==> src/rtl/fdtd_pkg.sv <==
// Shared types and defaults for the FDTD sweep scheduler.
// Holds the sweep state encoding and the default datapath latency.
package fdtd_pkg;

    typedef enum logic [2:0] {
        IDLE,
        ISSUE,
        DRAIN,
        GAP,
        DONE
    } state_t;

    localparam int PIPE_LAT_DEFAULT = 2;

endpackage

==> src/rtl/fdtd_valid_pipe.sv <==
// Valid-bit shift register that mirrors the update datapath latency.
// It advances only on enabled cycles, so stalls freeze in-flight cells in place.
module fdtd_valid_pipe
    import fdtd_pkg::*;
#(
    parameter int PIPE_LAT = PIPE_LAT_DEFAULT
) (
    input  logic clk_i,
    input  logic rst_i,
    input  logic ce,
    input  logic valid_i,
    output logic valid_o,
    output logic any_o
);

    logic [PIPE_LAT-1:0] vld_q;
    logic [PIPE_LAT-1:0] vld_d;

    always_comb begin
        vld_d = vld_q;
        if (ce) begin
            vld_d[0] = valid_i;
            for (int i = 1; i < PIPE_LAT; i++) begin
                vld_d[i] = vld_q[i-1];
            end
        end
    end

    always_ff @(posedge clk_i) begin
        if (rst_i) begin
            vld_q <= '0;
        end else begin
            vld_q <= vld_d;
        end
    end

    assign valid_o = vld_q[PIPE_LAT-1];
    assign any_o   = |vld_q;

endmodule

==> src/rtl/fdtd_sweep_sched.sv <==
// Sweep scheduler: issues per-cell reads, tracks the update pipeline and emits writes, step by step.
// Optional stall counter output stall_cnt_o is built when FDTD_SWEEP_PERF_EN is defined.
module fdtd_sweep_sched
    import fdtd_pkg::*;
#(
    parameter int ADDR_WIDTH = 10,
    parameter int STEP_WIDTH = 16,
    parameter int PIPE_LAT   = PIPE_LAT_DEFAULT
) (
    input  logic                  CLK,
    input  logic                  RST,
    input  logic                  start_i,
    input  logic                  abort_i,
    input  logic                  stall_i,
    input  logic [ADDR_WIDTH-1:0] cell_num_i,
    input  logic [STEP_WIDTH-1:0] step_num_i,
    input  logic [ADDR_WIDTH-1:0] rd_base_i,
    input  logic [ADDR_WIDTH-1:0] wr_base_i,
    output logic                  rd_en_o,
    output logic [ADDR_WIDTH-1:0] rd_addr_o,
    output logic                  pipe_ce_o,
    output logic                  wr_en_o,
    output logic [ADDR_WIDTH-1:0] wr_addr_o,
    output logic                  busy_o,
    output logic                  done_o,
    output logic [STEP_WIDTH-1:0] step_o
`ifdef FDTD_SWEEP_PERF_EN
    ,
    output logic [31:0]           stall_cnt_o
`endif
);

    state_t                state_q, state_d;
    logic [ADDR_WIDTH-1:0] idx_q, idx_d;
    logic [ADDR_WIDTH-1:0] wcnt_q, wcnt_d;
    logic [STEP_WIDTH-1:0] step_q, step_d;
    logic [ADDR_WIDTH-1:0] cells_q, rdBase_q, wrBase_q;
    logic [STEP_WIDTH-1:0] steps_q;

    logic active, pipeCe, rdEn, wrEn, busy, done;
    logic validLast, anyValid, abortHit, acceptStart;

    assign active      = (state_q == ISSUE) || (state_q == DRAIN) || (state_q == GAP);
    assign pipeCe      = active & ~stall_i;
    assign wrEn        = validLast & pipeCe;
    assign abortHit    = abort_i & (state_q != IDLE);
    assign acceptStart = (state_q == IDLE) & start_i & ~abort_i;

    // Abort aborts the whole sweep; the valid pipe is flushed along with it.
    fdtd_valid_pipe #(
        .PIPE_LAT (PIPE_LAT)
    ) u_valid_pipe (
        .clk_i   (CLK),
        .rst_i   (RST | abortHit),
        .ce      (pipeCe),
        .valid_i (rdEn),
        .valid_o (validLast),
        .any_o   (anyValid)
    );

    always_comb begin
        state_d = state_q;
        idx_d   = idx_q;
        wcnt_d  = wrEn ? wcnt_q + ADDR_WIDTH'(1) : wcnt_q;
        step_d  = step_q;
        rdEn    = 1'b0;
        busy    = (state_q != IDLE);
        done    = 1'b0;
        case (state_q)
            IDLE: begin
                if (acceptStart) begin
                    idx_d   = '0;
                    wcnt_d  = '0;
                    step_d  = '0;
                    state_d = ((cell_num_i == '0) || (step_num_i == '0)) ? DONE : ISSUE;
                end
            end
            ISSUE: begin
                if (!stall_i) begin
                    rdEn  = 1'b1;
                    idx_d = idx_q + ADDR_WIDTH'(1);
                    if (idx_q == cells_q - ADDR_WIDTH'(1)) begin
                        state_d = DRAIN;
                    end
                end
            end
            DRAIN: begin
                // The registered write count reaches cell_num one cycle after the last write.
                if ((wcnt_q == cells_q) && !anyValid) begin
                    state_d = (step_q < steps_q - STEP_WIDTH'(1)) ? GAP : DONE;
                end
            end
            GAP: begin
                step_d  = step_q + STEP_WIDTH'(1);
                idx_d   = '0;
                wcnt_d  = '0;
                state_d = ISSUE;
            end
            DONE: begin
                done    = 1'b1;
                state_d = IDLE;
            end
            default: state_d = IDLE;
        endcase
        if (abortHit) begin
            state_d = IDLE;
            done    = 1'b0;
        end
    end

    always_ff @(posedge CLK) begin
        if (RST) begin
            state_q  <= IDLE;
            idx_q    <= '0;
            wcnt_q   <= '0;
            step_q   <= '0;
            cells_q  <= '0;
            steps_q  <= '0;
            rdBase_q <= '0;
            wrBase_q <= '0;
        end else begin
            state_q <= state_d;
            idx_q   <= idx_d;
            wcnt_q  <= wcnt_d;
            step_q  <= step_d;
            if (acceptStart) begin
                cells_q  <= cell_num_i;
                steps_q  <= step_num_i;
                rdBase_q <= rd_base_i;
                wrBase_q <= wr_base_i;
            end
        end
    end

`ifdef FDTD_SWEEP_PERF_EN
    logic [31:0] stallCnt_q;

    always_ff @(posedge CLK) begin
        if (RST || acceptStart) begin
            stallCnt_q <= '0;
        end else if (busy && stall_i && (stallCnt_q != '1)) begin
            stallCnt_q <= stallCnt_q + 32'd1;
        end
    end

    assign stall_cnt_o = stallCnt_q;
`endif

    assign rd_en_o   = rdEn;
    assign rd_addr_o = rdBase_q + idx_q;
    assign pipe_ce_o = pipeCe;
    assign wr_en_o   = wrEn;
    assign wr_addr_o = wrBase_q + wcnt_q;
    assign busy_o    = busy;
    assign done_o    = done;
    assign step_o    = step_q;

endmodule

==> config.mk <==
export PLATFORM = sky130hd
export DESIGN_NAME = fdtd_sweep_sched
export DESIGN_NICKNAME = d
export VERILOG_FILES = /design/src/rtl/fdtd_pkg.sv /design/src/rtl/fdtd_valid_pipe.sv /design/src/rtl/fdtd_sweep_sched.sv
export SDC_FILE = /design/constraint.sdc
export NUM_CORES = 1
export LEC_CHECK = 0
export ABC_AREA = 1
export ABC_CLOCK_PERIOD_IN_PS = 2700
export CAP_MARGIN = 20
export CORE_MARGIN = 4
export CORE_UTILIZATION = 40
export CTS_CLUSTER_SIZE = 28
export DETAILED_ROUTE_END_ITERATION = 7
export DONT_BUFFER_PORTS = 1
export GPL_ROUTABILITY_DRIVEN = 0
export GPL_TIMING_DRIVEN = 0
export PLACE_DENSITY = 0.55
export SYNTH_ARGS = -nofsm -noshare
export SYNTH_HDL_FRONTEND = slang
export SYNTH_SLANG_ARGS = --single-unit
==> constraint.sdc <==
create_clock -name CLK -period 2.7 [get_ports CLK]
set_clock_uncertainty 0.05 [all_clocks]
set_input_delay 0.54 -clock CLK [delete_from_list [all_inputs] [get_ports CLK]]
set_output_delay 0.54 -clock CLK [all_outputs]
set_load 0.02 [all_outputs]
==> flow_summary_export.csv, run 1 <==
group,metric,value,unit
pwr,ir_worst_vdd,0.3351,mV
synthesis,synth.cell_area,5502,sq um
clock_network,ctsRootBufferMaster,"clkbuf_16",
die,core-area,13350,sq um
synthesis,synth_area_leaders,"dfxtp_1, nand2_1, ha_1",
hold_path,hold_start,"wr_base_i[4]",
timing,fmax,367.8,MHz
layout,antenna_cells,0,
synthesis,synth_async_sr_flop_share,0,%
critical_path,max_stage_delay,400,ps
die,dieHeight,125.3,microns
pwr,power_density,598.9,nW/um^2
die,io_pins,92,
pwr,p_leak,2.823,nW
global_routing,antenna_found_initial,0,
synthesis,synth_area_per_cell,6.868,sq um
synthesis,yosysSeqAreaShare,31.66,%
hold_path,hold_class,"primary input to flop",
run_status,status,"complete, but fails checks",
clock_network,cts_tree,"built",
timing,hold_viol_final,0,
synthesis,syn_nets,892,
critical_path,slowest_stage,"xor2_1",
critical_path,cp-startpoint,"idx_q[0]",
synthesis,ys_warn_count,0,
critical_path,r2r_slack,80,ps
routing,via_per_inst,5.202,
routing,antenna_left,0,
timing,max_slew_margin,42.01,%
routing,dr_total_vias,5290,
critical_path,end_kind,"output port",
global_routing,grt_use_total,20.04,%
critical_path,ff2ff_path_depth,17,
synthesis,ys_types,42,
synthesis,netlist_top_cells_count,"nand2_1, nor2_1, inv_1",
clock_network,clk_pin_slew_worst_paths,70,ps
critical_path,crit_arrival,2130,ps
timing,hold_slack,308.3,ps
layout,final_util,48.81,%
synthesis,synthCells,801,
timing,rsz0062_at_grt,"true",
synthesis,ys_ff_latch,87,
routing,drc_errors,0,
timing,layout_setup_ws,-18.95,ps
critical_path,cp-start-kind,"flop",
routing,drtIter0Drc,277,
timing,setup-violations-final,2,
layout,postLayoutCellArea,6515,sq um
critical_path,r2r-end,"state_q[2]",
timing,period_share,100.7,%
pwr,power,0.003902,W
routing,finalWirelength,15.94,mm
critical_path,path_max_fanout,2,
timing,worst_pin_slew,863.3,ps
run_status,violations,"negative setup slack",
synthesis,yosys.cell_count.top_type,"nand2_1",
layout,area_growth,18.42,%
die,initial_utilization,41.22,%
clock_network,clock_latency,350,ps
clock_network,clock-sinks,87,
global_routing,grt_pass1_vias,5172,
job,maxCapViolCount,0,
clock_network,cts_hold_buf,0,
place,hpwl,11.96,mm
critical_path,crit_required,2110,ps
layout,layout-drive-gt1-share,15.70,%
die,rows,42,
critical_path,cp-endpoint,"rd_addr_o[4]",
clock_network,cts_buffer_depth,2,
synthesis,synth_flop_cell,"dfxtp_1",
clock_network,cts_inserted_buffers,9,
global_routing,grt_pass1_wl,25.15,mm
synthesis,synth_top_area_share,31.66,%
critical_path,crit_chain,"ha_4, inv_2, fa_2, o21ai_4, buf_4, buf_4, buf_4, xor2_1",
routing,drtPass1Iterations,5,
place,place.port_buffers,0,
timing,period_needed,2719,ps
global_routing,grt_overflow_total,0,
clock_network,htree_levels,3,
place,placed_area,5722,sq um
routing,wl_per_cell,15.67,microns
global_routing,grt_max_degree,14,
critical_path,path_class,"flop to output port",
synthesis,synth_top_area_cell,"dfxtp_1",
die,die_width,125.3,microns
synthesis,synth_edf_count,0,
critical_path,cpMostUsedCell,"buf_4",
timing,drv_slew,0,
die,die_area,15690,sq um
critical_path,rr_startpoint,"steps_q[0]",
layout,fin_nets,927,
==> registers in the layout (all words and copies together), names as in the netlist <==
name                count
cells_q                10
idx_q                  10
rdBase_q               10
state_q                 3
step_o                 16
steps_q                16
u_valid_pipe.vld_q      2
wcnt_q                 10
wrBase_q               10
==> cell families after synthesis <==
kind of cell / synth area share (%)
AO/OA/AOI/OAI: 14.46
XOR/XNOR: 6.846
adder cells (fa/ha/maj): 9.370
buffers and inverters: 8.324
flip-flops: 31.66
AND/OR/NAND/NOR: 29.34
==> worst min-delay path by stage <==
stage | to | slack, ps | cells after the start
finish | wrBase_q[4] | 310 | 2
global route | steps_q[15] | 300 | 2
CTS | steps_q[12] | 300 | 2
detailed placement | rdBase_q[3] | 430 | 2
global placement | wrBase_q[5] | 430 | 2
floorplan | steps_q[1] | 400 | 2
==> what timing repair did <==
action | CTS | global route
gates resized for setup | 67 | 23
setup endpoints to repair | 12 | 13
pin swaps | 33 | 28
buffers inserted | 20 | 4
==> cells in the final DEF (no fill, tap or decap), types with 3 or more instances in the layout <==
cell,instances
nor2_2,4
ha_4,7
or2_2,3
clkbuf_16,9
inv_1,91
buf_2,3
inv_2,9
nor3_1,16
xnor2_1,11
a21oi_2,7
dfxtp_1,74
nor2_1,111
nand3_2,6
clkbuf_1,17
o21ai_2,3
o21ai_1,3
dfxtp_2,8
nor3b_1,3
ha_1,30
nor4_1,6
nand2_2,9
nand4_1,11
xor2_2,4
xor2_1,27
nand3_1,28
nand2_1,141
nor2_4,4
nor3_2,5
a21oi_1,55
clkinv_2,3
buf_4,24
dfxtp_4,5
nor3_4,3
o21ai_0,64
==> through the flow <==
step	cells	setup slack [ps]	setup TNS (ps)
2_1_floorplan	801	101.6	0
3_3_place_gp	977	-330.9	-1293
5_1_grt	1017	-141.5	-757.2
4_1_cts	1013	-63.68	-181.2
6_report	1017	-18.95	-33.56
3_5_place_dp	977	-375.4	-1392
==> worst max-delay path, delay by kind of cell (launching register included) <==
kind / cells / cell delay [ps]
adders and majority gates: 2 / 500
xor gates and xnor gates: 1 / 400
DFF: 1 / 360
buffers and inverters: 4 / 340
AOI/OAI and AO/OA: 1 / 170
==> cell type report <==
| type | instances | area (sq um) |
|---|---|---|
| Multi-Input combinational cell | 593 | 3592 |
| Inverter | 101 | 381.6 |
| Clock inverter | 4 | 45.04 |
| Timing Repair Buffer | 24 | 180.2 |
| Buffer | 20 | 78.83 |
| Tap cell | 176 | 220.2 |
| Fill cell | 1373 | 6833 |
| Sequential cell | 87 | 1770 |
| Clock buffer | 12 | 246.5 |
==> report_power, final <==
part / internal, W / switching, W / total [W]
registers: 0.00138 / 0.000100 / 0.00148
clock network: 0.000739 / 0.000529 / 0.00127
logic: 0.000434 / 0.000721 / 0.00115
total: 0.00255 / 0.00135 / 0.00390
==> routing by layer <==
| layer | track usage [%] | wire (microns) | vias up | share of wire [%] |
|---|---|---|---|---|
| met5 | 0 | 0 | - | 0 |
| met4 | 8.099 | 458 | 0 | 2.9 |
| met3 | 6.055 | 966 | 26 | 6.1 |
| met2 | 34.45 | 7717 | 106 | 48 |
| met1 | 23.31 | 6794 | 2470 | 43 |
| li1 | - | - | 2688 | - |
Note: power is estimated with default switching activity, not from simulation.
==> run 2, diff against run 1 <==
--- a/config.mk
+++ b/config.mk
@@ -7,7 +7,7 @@
 export LEC_CHECK = 0
 export ABC_AREA = 1
 export ABC_CLOCK_PERIOD_IN_PS = 2700
-export CAP_MARGIN = 20
+export CAP_MARGIN = 40
 export CORE_MARGIN = 4
 export CORE_UTILIZATION = 40
 export CTS_CLUSTER_SIZE = 28
==> constraint.sdc (replaced) <==
create_clock -name CLK -period 2.7 [get_ports CLK]
set_clock_uncertainty 0.05 [all_clocks]
set_input_delay 0.27 -clock CLK [delete_from_list [all_inputs] [get_ports CLK]]
set_output_delay 0.27 -clock CLK [all_outputs]
set_load 0.02 [all_outputs]
==> run 2 against run 1 <==
The run now ends clean. Final cell count is 0.98% lower. Clock power hardly changed. First-iteration DRC count is 0.36% higher. Wire length is 1.9% lower. Global-route usage is 0.37 points lower. Maximum frequency is 2.3% higher.
==> flow_summary_export.csv, run 2 (same netlist as run 1, synthesis figures left out) <==
group,metric,value,unit
timing,hold_viol_final,0,
routing,drtIter0Drc,278,
pwr,power_density,614.2,nW/um^2
layout,antenna_cells,0,
critical_path,end_kind,"flop",
critical_path,path_class,"flop to flop",
timing,fmax,376.3,MHz
clock_network,clock-sinks,87,
clock_network,ctsRootBufferMaster,"clkbuf_16",
clock_network,clk_pin_slew_worst_paths,70,ps
global_routing,grt_use_total,19.67,%
clock_network,cts_inserted_buffers,9,
run_status,status,"completed",
pwr,p_leak,2.774,nW
routing,wl_per_cell,15.53,microns
critical_path,max_stage_delay,340,ps
routing,dr_total_vias,5209,
layout,final_util,47.32,%
routing,top_layer_used,"met4",
pwr,seq_power_share,38.1,%
layout,fin_nets,917,
clock_network,clock_latency,350,ps
routing,drtPass1Iterations,5,
layout,seq_area,1755,sq um
die,die_area,15690,sq um
layout,layout-drive-gt1-share,11.79,%
layout,final_common_cell,"nand2_1",
global_routing,grt_pass1_wl,24.65,mm
hold_path,hold_class,"primary input to flop",
pwr,power.share.clock,32.7,%
global_routing,antenna_found_initial,0,
pwr,switching_share,34.55,%
routing,wirelength_met1,6.784,mm
place,placed_cells,977,
place,place.port_buffers,0,
pwr,p_int,0.002539,W
global_routing,grt_pass1_vias,5053,
routing,via_per_inst,5.173,
routing,dr_wl_met3,943,microns
layout,multi_input_area,3483,sq um
critical_path,cp-startpoint,"steps_q[2]",
critical_path,rr_startpoint,"steps_q[2]",
critical_path,slowest_stage,"dfxtp_2",
routing,finalWirelength,15.64,mm
routing,met2_length,7.486,mm
die,initial_utilization,41.22,%
pwr,netSwitchingPower,0.001341,W
hold_path,hold_start,"wr_base_i[4]",
global_routing,grt_max_degree,14,
routing,drc_errors,0,
critical_path,crit_chain,"inv_2, buf_4, buf_4, nand3_4, nor3_4, nand3_2, nor4_4, xnor2_1, ha_1, nand2_2, inv_2, o21ai_2, nand2_1, a21oi_2, nand3_2, nand2_1, nand3_1, a21oi_1",
job,maxCapViolCount,0,
pwr,p_comb_share,29.2,%
pwr,power,0.003880,W
critical_path,cp_num_buf_inv,4,
layout,fin_cells,1007,
critical_path,crit_required,2930,ps
critical_path,crit_family,"simple AND/OR/NAND/NOR gates",
clock_network,cts_tree,"built",
layout,layout_common_cells,"nand2_1, nor2_1, inv_1",
clock_network,cts_buffer_depth,2,
timing,setup_tns,0,ps
place,hpwl,11.96,mm
routing,antenna_left,0,
timing,period_needed,2657,ps
layout,filler_cell_count,1372,
timing,drv_slew,0,
critical_path,cp-start-kind,"flop",
global_routing,grt_overflow_total,0,
pwr,ir_worst_vdd,0.3350,mV
die,io_pins,92,
clock_network,htree_levels,3,
critical_path,crit_arrival,2890,ps
timing,period_share,98.42,%
die,dieHeight,125.3,microns
timing,max_slew_margin,42.03,%
critical_path,path_max_fanout,2,
timing,setup-violations-final,0,
layout,area_growth,14.81,%
die,rows,42,
die,core-area,13350,sq um
timing,rsz0062_at_grt,"true",
timing,worst_pin_slew,863.0,ps
die,die_width,125.3,microns
[run 2: final timing paths]
path / to / slack [ps] / cells after the start
hold reg to reg: steps_q[4] / 430 / 2
setup / recovery: state_q[1] / 40 / 18
hold / removal: wrBase_q[4] / 40 / 2
setup reg to reg: state_q[1] / 40 / 18
[run 2: final cells by class]
class | instances | area share (%)
Inverter | 101 | 6.042
Clock buffer | 12 | 3.903
Sequential cell | 87 | 27.79
Multi-Input combinational cell | 593 | 55.15
Tap cell | 176 | 3.487
Clock inverter | 4 | 0.7132
Timing Repair Buffer | 14 | 1.664
Buffer | 20 | 1.248
[run 2: power groups by stage]
| stage | sequential (W) | combinational [W] | clock (W) |
|---|---|---|---|
| finish | 0.00148 | 0.00113 | 0.00127 |
| global route | 0.00149 | 0.00128 | 0.00134 |
| CTS | 0.00147 | 0.00110 | 0.00130 |
| detailed placement | 0.00150 | 0.000959 | 0 |
| global placement | 0.00149 | 0.000942 | 0 |
| floorplan | 0.00147 | 0.000762 | 0 |
[run 2: worst register-to-register path, cell delays in order (launching register included)]
cell,delay (ps)
dfxtp_2,340
inv_2,80
buf_4,110
buf_4,110
nand3_4,80
nor3_4,240
nand3_2,130
nor4_4,200
xnor2_1,160
ha_1,260
nand2_2,70
inv_2,40
o21ai_2,40
nand2_1,90
a21oi_2,170
nand3_2,110
nand2_1,90
nand3_1,90
a21oi_1,140
[run 2: what timing repair did]
action,in CTS,in global routing
gates cloned,0,0
pin swaps,21,20
setup buffers,11,3
gates resized for setup,43,16
endpoints found under the setup margin,7,8
hold buffers,0,0
[run 2: layer usage]
| layer | GRT usage (%) | up-vias |
|---|---|---|
| met5 | 0 | - |
| met2 | 33.60 | 103 |
| met3 | 5.629 | 25 |
| met4 | 7.717 | 0 |
| li1 | - | 2671 |
| met1 | 23.36 | 2410 |
[run 2: through the flow]
step           setup slack (ps)  area, sq um  hold slack, ps
2_1_floorplan             131.2         5502           367.6
3_3_place_gp             -330.9         5722           380.7
4_1_cts                 -0.1543         6235           25.69
5_1_grt                  -118.4         6316           35.81
6_report                  42.55         6316           36.59
3_5_place_dp             -375.4         5722           393.1
==> run 3, diff against run 2 <==
--- a/config.mk
+++ b/config.mk
@@ -5,17 +5,18 @@
 export SDC_FILE = /design/constraint.sdc
 export NUM_CORES = 1
 export LEC_CHECK = 0
-export ABC_AREA = 1
+export ABC_AREA = 0
 export ABC_CLOCK_PERIOD_IN_PS = 2700
 export CAP_MARGIN = 40
 export CORE_MARGIN = 4
-export CORE_UTILIZATION = 40
+export CORE_UTILIZATION = 58
 export CTS_CLUSTER_SIZE = 28
 export DETAILED_ROUTE_END_ITERATION = 7
 export DONT_BUFFER_PORTS = 1
 export GPL_ROUTABILITY_DRIVEN = 0
 export GPL_TIMING_DRIVEN = 0
-export PLACE_DENSITY = 0.55
+export PLACE_DENSITY = 0.75
+export SKIP_LAST_GASP = 1
 export SYNTH_ARGS = -nofsm -noshare
 export SYNTH_HDL_FRONTEND = slang
 export SYNTH_SLANG_ARGS = --single-unit
==> run 3 against run 2 <==
The flow now finishes with violations (negative setup slack). Global-route usage grew 7.6 points. Sequential cell count is the same. Via count shrank 3.4%. Total power shrank 28%. Worst hold slack lost 23 ps. Core utilization grew 25 points. Non-clock buffer count grew 53. Critical path depth shrank 6. Final cell count shrank 15%. Synthesized area shrank 4.1%. Count of clock-buffer cells in the layout is the same. Critical path type unchanged. Largest power group unchanged.
==> flow_summary_export.csv, run 3 <==
group,metric,value,unit
run_status,status,"complete, but fails checks",
run_status,violations,"negative setup slack",
critical_path,cpMostUsedCell,"or3_4",
layout,area_growth,20.84,%
job,maxCapViolCount,0,
timing,layout_setup_ws,-545.4,ps
synthesis,synth_flop_cell,"dfxtp_1",
die,dieHeight,103.4,microns
timing,fmax,308.1,MHz
layout,fin_nets,837,
critical_path,end_kind,"flop",
pwr,p_comb_share,18.2,%
pwr,seq_power_share,48.1,%
critical_path,crit_required,2900,ps
clock_network,cts_tree,"built",
place,place.port_buffers,0,
timing,max_slew_margin,54.21,%
layout,final_common_cell,"nand2_1",
synthesis,synth_top_area_cell,"dfxtp_1",
synthesis,syn_nets,769,
synthesis,yosys.cell_count.top_type,"nand2_1",
die,rows,34,
routing,drtIter0Drc,256,
timing,period_share,120.2,%
synthesis,ys_types,57,
hold_path,hold_class,"primary input to flop",
timing,hold_slack,13.59,ps
global_routing,grt_pass1_wl,22.78,mm
critical_path,path_class,"flop to flop",
routing,dr_total_vias,5034,
timing,setup-violations-final,3,
hold_path,hold_path_depth,2,
routing,finalWirelength,14.36,mm
global_routing,grt_max_degree,14,
clock_network,cts_inserted_buffers,9,
critical_path,r2r_slack,-550,ps
layout,antenna_cells,0,
routing,drtPass1Iterations,5,
clock_network,cts_buffer_depth,2,
layout,filler_cell_count,660,
place,hpwl,10.21,mm
synthesis,netlist_top_cells_count,"nand2_1, dfxtp_1, a21oi_1",
critical_path,crit_arrival,3440,ps
die,die_area,10690,sq um
synthesis,ys_ff_latch,87,
critical_path,r2r-end,"state_q[2]",
timing,worst_pin_slew,684.4,ps
routing,antenna_left,0,
synthesis,synth_top_area_share,33.00,%
timing,rsz0062_at_grt,"true",
routing,drc_errors,0,
hold_path,min_to,"steps_q[11]",
synthesis,synth_area_leaders,"dfxtp_1, ha_1, nand2_1",
critical_path,crit_chain,"or4_4, or3_4, nor3_4, xnor2_1, ha_1, a21o_1, a211o_1, or3_4, o21ai_2, a21oi_2, a22oi_2, and4bb_1",
global_routing,grt_pass1_vias,4816,
clock_network,clock-sinks,87,
pwr,power_density,439.6,nW/um^2
die,die_width,103.4,microns
layout,layout_common_cells,"nand2_1, dfxtp_1, a21oi_1",
timing,drv_slew,0,
pwr,netSwitchingPower,0.0007879,W
synthesis,yosysSeqAreaShare,33.00,%
critical_path,cp-start-kind,"flop",
critical_path,rr_startpoint,"steps_q[7]",
critical_path,slowest_stage,"or4_4",
clock_network,htree_levels,3,
pwr,power.share.clock,33.7,%
routing,via_per_inst,5.867,
critical_path,ff2ff_path_depth,12,
timing,hold_viol_final,0,
synthesis,synth_edf_count,0,
routing,wl_per_cell,16.74,microns
timing,period_needed,3245,ps
synthesis,synth.cell_area,5278,sq um
pwr,p_int,0.002016,W
global_routing,antenna_found_initial,0,
die,initial_utilization,59.93,%
die,core-area,8806,sq um
global_routing,grt_use_total,27.25,%
layout,layout-drive-gt1-share,12.67,%
critical_path,max_stage_delay,530,ps
clock_network,clk_pin_slew_worst_paths,90,ps
synthesis,synth_area_per_cell,7.784,sq um
layout,final_util,72.42,%
global_routing,grt_overflow_total,0,
pwr,switching_share,28.10,%
die,io_pins,92,
synthesis,ys_warn_count,0,
hold_path,hold_start,"step_num_i[11]",
synthesis,synth_async_sr_flop_share,0,%
clock_network,clock_latency,350,ps
synthesis,synthCells,678,
pwr,p_leak,2.539,nW
critical_path,path_max_fanout,3,
clock_network,ctsRootBufferMaster,"clkbuf_8",
pwr,ir_worst_vdd,0.3035,mV
## run 3: power groups by stage
stage | Combinational [W] | Clock [W] | Sequential [W]
after global placement | 0.000399 | 0 | 0.00138
final | 0.000509 | 0.000945 | 0.00135
after CTS | 0.000488 | 0.000952 | 0.00135
after global routing | 0.000559 | 0.00102 | 0.00135
after detailed placement | 0.000419 | 0 | 0.00138
after floorplan | 0.000338 | 0 | 0.00137
## run 3: layout make-up
class                           count  area (sq um)  share of cell area, %
Sequential cell                    87          1768                  27.72
Buffer                             30         130.1                  2.040
Inverter                           20         75.07                  1.177
Clock inverter                      3         42.54                 0.6671
Multi-Input combinational cell    541          3538                  55.48
Tap cell                          108         135.1                  2.119
Timing Repair Buffer               57         533.0                  8.358
Clock buffer                       12         155.1                  2.433
## run 3: cells by family after synthesis
group | synth area share, %
muxes | 0.9720
DFF | 33.00
xor gates and xnor gates | 10.29
AOI/OAI and AO/OA | 16.07
adders and majority gates | 9.768
and+or+nand+nor | 26.01
buffers and inverters | 3.888
## run 3: worst max-delay path: cells and delay by family, from the launching register on
kind                       cells  cell delay [ps]
and+or+nand+nor                5             1580
AOI/OAI and AO/OA              5              740
DFF                            1              350
adders and majority gates      1              270
xor gates and xnor gates       1              150
## run 3: stage by stage
stage | worst slack, ps | power [W] | setup TNS, ps | std cells | cell area, sq um
2_1_floorplan | -422.2 | 0.001709 | -1101 | 678 | 5301
3_3_place_gp | -541.0 | 0.001777 | -1666 | 786 | 5436
3_5_place_dp | -607.0 | 0.001799 | -1935 | 789 | 5459
4_1_cts | -547.6 | 0.002786 | -1525 | 854 | 6237
5_1_grt | -651.8 | 0.002931 | -2206 | 858 | 6377
6_report | -545.4 | 0.002804 | -1544 | 858 | 6377
## run 3: repair_timing
action | 4_1_cts | 5_1_grt
hold buffers | 40 | 2
hold endpoints to repair | 40 | 2
resized for setup | 30 | 25
setup endpoints to repair | 10 | 11
pin swaps | 22 | 21
buffers inserted | 10 | 2
gates cloned | 0 | 0
## run 3: layer usage
| layer | vias to the layer above | wire (microns) | track usage [%] |
|---|---|---|---|
| li1 | 2476 | - | - |
| met1 | 2345 | 5987 | 33.32 |
| met2 | 187 | 7015 | 47.65 |
| met3 | 26 | 1076 | 6.036 |
| met4 | 0 | 280 | 8.367 |
| met5 | - | 0 | 0 |
## run 3: worst max path at each step
stage                  to       start  depth (start not counted)
3_5_place_dp   state_q[2]  steps_q[9]                         12
6_report       state_q[2]  steps_q[7]                         12
3_3_place_gp   state_q[2]  steps_q[9]                         12
2_1_floorplan  state_q[2]  steps_q[9]                         12
5_1_grt        state_q[2]  steps_q[5]                         13
4_1_cts        state_q[2]  steps_q[7]                         12
